### config.mk
export PLATFORM = sky130hd
export DESIGN_NAME = wram_write_arbiter
export DESIGN_NICKNAME = d
export VERILOG_FILES = /design/src/rtl/wram_write_arbiter.sv
export SDC_FILE = /design/constraint.sdc
export NUM_CORES = 1
export LEC_CHECK = 0
export BUFFER_PORTS_ARGS = -buffer_cell sky130_fd_sc_hd__buf_4
export CORE_AREA = 4 4 229 231
export CTS_CLUSTER_DIAMETER = 100
export CTS_CLUSTER_SIZE = 12
export DETAILED_ROUTE_END_ITERATION = 8
export DIE_AREA = 0 0 233 235
export PLACE_DENSITY = 0.42
export SLEW_MARGIN = 20
export SYNTH_ARGS = -nofsm -noshare
export SYNTH_HDL_FRONTEND = slang
export SYNTH_SLANG_ARGS = --single-unit
### constraint.sdc
create_clock -name clock -period 6.4 [get_ports clock]
set_clock_uncertainty 0.1 [all_clocks]
set_input_delay 0.64 -clock clock [delete_from_list [all_inputs] [get_ports clock]]
set_output_delay 0.64 -clock clock [all_outputs]
set_load 0.05 [all_outputs]
### src/rtl/wram_write_arbiter.sv
// Write-port arbiter for wram: three valid/accept requesters, lockable bursts, registered write.
// Define WARB_FIXED_PRIORITY_EN to replace round-robin rotation with fixed priority 0 > 1 > 2.
module wram_write_arbiter #(
    parameter int ADDR_W    = 13,
    parameter int DATA_W    = 128,
    parameter int MAX_BURST = 4
) (
    input  logic              clock,
    input  logic              reset,
    input  logic [2:0]        req,
    input  logic [2:0]        lock,
    input  logic [ADDR_W-1:0] addr0,
    input  logic [ADDR_W-1:0] addr1,
    input  logic [ADDR_W-1:0] addr2,
    input  logic [DATA_W-1:0] data0,
    input  logic [DATA_W-1:0] data1,
    input  logic [DATA_W-1:0] data2,
    output logic [2:0]        gnt,
    output logic              WE,
    output logic [ADDR_W-1:0] wa,
    output logic [DATA_W-1:0] write_value,
    output logic [1:0]        owner,
    input  logic              collide_clr,
    output logic [15:0]       collide_cnt
);
    localparam int BW = $clog2(MAX_BURST + 1);
    localparam logic [BW-1:0] MAX_B = BW'(MAX_BURST);

    logic [BW-1:0]     burst_cnt;
    logic              lock_prev;
    logic [1:0]        start_p0;
    logic [1:0]        cand1_p0;
    logic [1:0]        cand2_p0;
    logic              lock_hit_p0;
    logic              vld_p0;
    logic [1:0]        gidx_p0;
    logic [ADDR_W-1:0] addr_p0;
    logic [DATA_W-1:0] data_p0;
    logic              multi_req_p0;

    function automatic logic [1:0] next3(input logic [1:0] x);
        return (x == 2'd2) ? 2'd0 : x + 2'd1;
    endfunction

    // Arbitration stage (combinational, same cycle as req)
`ifdef WARB_FIXED_PRIORITY_EN
    assign start_p0 = 2'd0;
`else
    assign start_p0 = next3(owner);
`endif
    assign cand1_p0     = next3(start_p0);
    assign cand2_p0     = next3(cand1_p0);
    assign lock_hit_p0  = req[owner] && lock[owner] && (burst_cnt < MAX_B);
    assign multi_req_p0 = (req[0] & req[1]) | (req[0] & req[2]) | (req[1] & req[2]);

    always_comb begin
        vld_p0  = 1'b1;
        gidx_p0 = owner;
        if (lock_hit_p0)
            gidx_p0 = owner;
        else if (req[start_p0])
            gidx_p0 = start_p0;
        else if (req[cand1_p0])
            gidx_p0 = cand1_p0;
        else if (req[cand2_p0])
            gidx_p0 = cand2_p0;
        else
            vld_p0 = 1'b0;
        if (!reset)
            vld_p0 = 1'b0;
    end

    always_comb begin
        gnt = 3'b000;
        if (vld_p0)
            gnt[gidx_p0] = 1'b1;
    end

    always_comb begin
        case (gidx_p0)
            2'd0:    begin addr_p0 = addr0; data_p0 = data0; end
            2'd1:    begin addr_p0 = addr1; data_p0 = data1; end
            default: begin addr_p0 = addr2; data_p0 = data2; end
        endcase
    end

    // Write register stage (one-cycle latency onto wram)
    always_ff @(posedge clock or negedge reset) begin
        if (!reset) begin
            WE          <= 1'b0;
            wa          <= '0;
            write_value <= '0;
            owner       <= 2'd2;
            burst_cnt   <= '0;
            lock_prev   <= 1'b0;
            collide_cnt <= '0;
        end else begin
            if (vld_p0) begin
                WE          <= 1'b1;
                wa          <= addr_p0;
                write_value <= data_p0;
                owner       <= gidx_p0;
                lock_prev   <= lock[gidx_p0];
                // A new owner, an unlocked previous beat or an exhausted burst starts a fresh count.
                if (gidx_p0 != owner || !lock_prev || burst_cnt >= MAX_B)
                    burst_cnt <= BW'(1);
                else
                    burst_cnt <= burst_cnt + BW'(1);
            end else begin
                WE        <= 1'b0;
                lock_prev <= lock_prev & lock[owner];
            end

            if (collide_clr)
                collide_cnt <= '0;
            else if (multi_req_p0 && collide_cnt != 16'hFFFF)
                collide_cnt <= collide_cnt + 16'd1;
        end
    end
endmodule

# --- Word-level counts from Yosys, hierarchy flattened ---
# Index checks and enable logic that the tools add are counted.
totals:
  regBits: 164
  inputBits: 432
  out_inout_bits: 163
  wordCells: 75
classes:
  addsub: 5
  order_cmp: 8
  eq_ne: 6
  n_mux: 34
  bitwise: 6
  n_reduce_logical: 9
op_table:
  columns: ["op", "count"]
  rows:
  - ["one-hot mux 128 bit (2 select lines)", 1]
  - ["2-to-1 mux 16 bit", 2]
  - ["one-hot mux 13 bit (2 select lines)", 1]
  - ["adder 16 x 1 -> 16 bit, second input constant", 1]
  - ["inequality test 16 bit, second input constant", 1]
  - ["less-than comparator 2 x 3 -> 1 bit, second input constant", 5]
  - ["2-to-1 mux 1 bit", 14]
  - ["2-to-1 mux 2 bit", 7]
  - ["binary-select mux 1 bit (select 2 bit)", 6]
  - ["adder 2 x 1 -> 2 bit, second input constant", 3]
  - ["equality test 2 bit, second input constant", 3]
  - ["2-to-1 mux 3 bit", 2]
  - ["bitwise AND 1 bit", 4]
  - ["logical AND 1 bit", 4]
  - ["adder 3 x 1 -> 3 bit, second input constant", 1]
  - [">= comparator 3 bit, second input constant", 1]
  - ["less-than comparator 3 bit, second input constant", 1]
  - ["demux 1 bit (select 2 bit)", 1]
  - ["equality test 2 x 1 -> 1 bit, second input constant", 1]
  - [">= comparator 2 x 1 -> 1 bit, second input constant", 1]
  - ["logical NOT 2 bit", 1]
  - ["logical OR 1 bit", 2]
  - ["inequality test 2 bit", 1]
  - ["OR 1 bit", 2]
  - ["other kinds (2)", 2]

# --- Longest topological paths before layout ---
depth:
  word_depth: 17
  depth_mapped: 10
  mapped_depth_nobuf: 6

# --- Least setup slack after synthesis ---
# No wires, ideal clock.
synth_path:
  path_type: "input -> output"
  from: "input port req[2]"
  to: "output port gnt[2]"
  arrival_time_ns: 2.506
  t_required_ns: 5.660
  setup_slack_ns: 3.154
  stages: 8
  n_path_buf: 4
  cell_sequence: "buf_4 > nand2_2 > o32a_1 > clkbuf_1 > o22a_1 > buf_2 > buf_1 > nor2_1"
synth_between:
  elab_chain_len: 11
  elab_cells_between_ends: 25
  classes_between: "2 x order compare; 20 x mux; 3 x reduce/logical"
synth_rtl:
  columns: ["element", "line", "rtl"]
  rows:
  - ["from (decl)", "10", "input logic [2:0] req,"]
  - ["binary-select mux 1 bit (select 2 bit)", "65", "else if (req[cand2_p0])"]
  - ["2-to-1 mux 1 bit (not written as such)", "65", null]
  - ["2-to-1 mux 2 bit", "65", null]
  - ["2-to-1 mux 2 bit", "63", "else if (req[cand1_p0])"]
  - ["2-to-1 mux 2 bit", "61", "else if (req[start_p0])"]
  - ["2-to-1 mux 2 bit", "59", "if (lock_hit_p0)"]
  - ["less-than comparator 2 x 3 -> 1 bit (not written as such) / >= comparator 2 x 1 -> 1 bit (equally long branches)", "76", "gnt[gidx_p0] = 1'b1;"]
  - ["logical AND 1 bit (not written as such)", "76", null]
  - ["2-to-1 mux 1 bit (not written as such)", "76", null]
  - ["demux 1 bit (select 2 bit)", "76", null]
  - ["2-to-1 mux 3 bit (*)", "75", "if (vld_p0)"]
  - ["to (decl)", "18", "output logic [2:0] gnt,"]
# Every way passes the cells marked *; elsewhere a longest branch is shown, timed or not. The select of a mux whose other input is x is not followed.

# --- Worst setup path after layout ---
layout_path:
  from: "register owner[1]"
  to: "output port gnt[1]"
layout_between:
  elab_chain_len: 17
  elab_cells_between_ends: 36
  classes_between: "3 x add/sub; 2 x order compare; 3 x eq/ne; 25 x mux; 3 x reduce/logical"
layout_rtl:
  columns: ["element", "line", "rtl"]
  rows:
  - ["from (decl)", "22", "output logic [1:0] owner,"]
  - ["from (signal assigned)", "102", "owner <= gidx_p0;"]
  - ["adder 2 x 1 -> 2 bit / equality test 2 bit (equally long branches)", "42", "return (x == 2'd2) ? 2'd0 : x + 2'd1;"]
  - ["2-to-1 mux 2 bit", "42", null]
  - ["adder 2 x 1 -> 2 bit / equality test 2 bit (equally long branches)", "42", null]
  - ["2-to-1 mux 2 bit", "42", null]
  - ["adder 2 x 1 -> 2 bit / equality test 2 bit (equally long branches)", "42", null]
  - ["2-to-1 mux 2 bit", "42", null]
  - ["binary-select mux 1 bit (select 2 bit)", "65", null]
  - ["2-to-1 mux 1 bit (not written as such)", "65", null]
  - ["2-to-1 mux 2 bit", "65", null]
  - ["2-to-1 mux 2 bit", "63", null]
  - ["2-to-1 mux 2 bit", "61", null]
  - ["2-to-1 mux 2 bit", "59", null]
  - ["less-than comparator 2 x 3 -> 1 bit (not written as such) / >= comparator 2 x 1 -> 1 bit (equally long branches)", "76", null]
  - ["logical AND 1 bit (not written as such)", "76", null]
  - ["2-to-1 mux 1 bit (not written as such)", "76", null]
  - ["demux 1 bit (select 2 bit)", "76", null]
  - ["2-to-1 mux 3 bit (*)", "75", null]
# Marks and branches as above.

==> reports/metrics.cfg <==
[setup_path]
path_max_fanout = 65
end_kind = output port
start_kind = register
cpPeakStageDelay_ns = 1.03
criticalPathCategory = register to output port
path_buf_inv = 2
critPathSlowestCell = dfstp_4
cp_cell_sequence = buf_4 -> a2111oi_0 -> a211o_4 -> and2_4 -> buf_4
cpLargestDelayFamily = buffers and inverters
crit_arrival_ns = 3.78
crit_top_cell = buf_4
crit_required_ns = 5.66

[sta]
fin_setup_tns_ns = 0
tightestPinTransition_ns = 1.01
slew_headroom_pct = 32.7
drv_slew = 0
rsz0062_at_grt = false
fmax_mhz = 221
setup_viol = 0
fin_crit_sh_pct = 70.6
hold_viol_final = 0
layout_setup_ws_ns = 1.88
min_period_ns = 4.52

[die]
die_area_um2 = 54800
fp.dieH_um = 235
start_util_pct = 22.1
rows = 82
die_w_um = 233
num_io_pins = 595
coreArea_um2 = 50100

[routing]
drc = 0
drt_iter0_markers = 865
via_per_inst = 5.05
drt-total-wl_mm = 60.5
dr.pass1.iters = 5
vias = 13100
ant_nets = 0
wire_per_inst_um = 23.3

[logic_synthesis]
synthSimpleGateAreaFrac_pct = 32.0
synth_area_leaders = dfrtp_1 (37%), o21ai_0 (11%), nand2_1 (9.8%)
synthTopCellsByCount = nand2_1 (290), o21ai_0 (253), dfrtp_1 (163)
muxShareOfSynthArea_pct = 0.181
synth_compound_area_share_pct = 23.9
yosysWarningCount = 0
synth_xor_xnor_area_share_pct = 1.03
ys_ff_latch = 164
yosys.area.top_type = dfrtp_1
post-synth-top-count-cell = nand2_1
syn_nets = 1846
synth_adder_area_share_pct = 0.316
ys_seq_area_share_pct = 37.0
synth_top_area_share_pct = 36.8
synthFlopType = dfrtp_1
async_reset_ff_share_pct = 100
synth_top_family_by_area = simple AND/OR/NAND/NOR gates
syn_inst = 1412
syn_area_um2 = 11100
synth_area_per_cell_um2 = 7.85
synth-edff-count = 0
synth.distinct_cells = 54

[finish]
drive_above_1_share_pct = 34.2
regArea_um2 = 4110
nets = 2342
multi_input_area_um2 = 6420
syn_to_final_growth_pct = 50.5
nFillCells = 5403

[global_route]
grt_pass1_wl_mm = 88.7
first_global_vias = 13300
overflow = 0
top_usage_layer = met2
grt_antenna_before_repair = 7
use_met2_pct = 35.5
grtUsageTotal_pct = 21.3
grt_max_degree = 151
met3_usage_pct = 6.58
gr-usage-met1_pct = 26.0

[hold_path]
holdCritPathClass = primary input to async pin

[clock_network]
cts_root_buf = clkbuf_16
post_cts_resized = 0
cts_tree = built
hold_buffers = 0
cts_max_path_buffers = 2
cts_setup_buffers = 0
cts.sinks = 164
insertion_delay_ns = 0.50
numCtsBuffers = 17
clk_pin_slew_ns = 0.07
htreeDepth = 4

[pwr]
powerDensity_nw_per_um2 = 329
vdd_drop_max_mv = 0.233
p_leak_nw = 6.98

[run_status]
status = finished clean

[placement]
hpwlAfterDp_mm = 41.2
io_buffers = 594
preCtsSetupSlack_ns = 2.28
place.gp.congestion = 0.838

[job]
drv_cap = 0

[area by class of cell]
type	count	area share [%]
timing repair buffer	611	27.8
antenna	4	0.0600
clock buffer	20	2.68
sequential	164	24.6
multi-input combinational	1108	38.5
tap	672	5.04
inverter	6	0.150
clock inverter	12	1.21
[logic make-up (layout without fill, tap and decap cells)]
kind of cell,after synthesis,in the layout
buffers and inverters,140,649
xor gates and xnor gates,13,13
AOI/OAI and AO/OA,421,421
DFF,164,164
other,0,4
and+or+nand+nor,669,669
adders and majority gates,3,3
muxes,2,2
[per-layer routing]
metal / wire (um) / part of all wire [%]
met5: 39 / 0.064
met4: 1530 / 2.5
met3: 4680 / 7.7
met2: 30000 / 50
met1: 24300 / 40
[where the power goes]
group | switching (mW) | internal, mW
clock network | 0.510 | 0.702
registers | 0.193 | 1.29
logic | 1.89 | 0.892
total | 2.60 | 2.89
[state kept, by name, summed over array words and instances (netlist names)]
register / cells
write_value: 128
WE: 1
wa: 13
burst_cnt: 3
collide_cnt: 16
owner: 2
lock_prev: 1
[final timing paths]
| kind | startpoint | depth (start not counted) | endpoint | slack (ns) |
|---|---|---|---|---|
| worst min-delay path | reset | 1 | write_value[28]$_DFFE_PN0P_ | 0.06 |
| worst min register to register | burst_cnt[0]$_DFFE_PN0P_ | 1 | burst_cnt[0]$_DFFE_PN0P_ | 0.38 |
| min in group clock | data1[80] | 2 | write_value[80]$_DFFE_PN0P_ | 0.26 |
| max in group asynchronous | reset | 3 | write_value[109]$_DFFE_PN0P_ | 4.22 |
| worst max register to register | owner[1]$_DFFE_PN1P_ | 7 | write_value[112]$_DFFE_PN0P_ | 2.43 |
| worst max-delay path | owner[1]$_DFFE_PN1P_ | 5 | gnt[1] | 1.88 |
[stage by stage]
stage / area, um^2 / power, mW / cells / util [%] / hold slack, ns
6_report: 16700 / 5.48 / 2597 / 33.3 / 0.0564
5_1_grt: 16700 / 5.75 / 2597 / 33.3 / 0.102
4_1_cts: 16700 / 5.55 / 2593 / 33.3 / 0.0774
3_5_place_dp: 16000 / 4.30 / 2561 / 32.0 / 0.380
3_3_place_gp: 16000 / 4.30 / 2561 / 32.0 / 0.369
2_1_floorplan: 11100 / 3.22 / 1412 / - / 0.244
[layout by cell type (no fill, tap or decap), drive strengths merged, types with 2 or more instances in the layout]
cell type / n
a221o: 35
buf: 610
ha: 2
nor2: 20
a22o: 2
a21o: 2
nand2b: 107
inv: 7
nor3b: 108
nand4: 111
mux2i: 2
o21ai: 253
clkinvlp: 5
bufinv: 5
a21oi: 7
o31ai: 2
nand2: 291
o211ai: 107
diode: 4
nor3: 8
xnor2: 13
nand3: 8
dfrtp: 163
nand3b: 3
nor4: 4
and3: 2
nor4b: 2
clkbuf: 21
a211oi: 2
No activity file was read; power rests on OpenSTA's default activity.
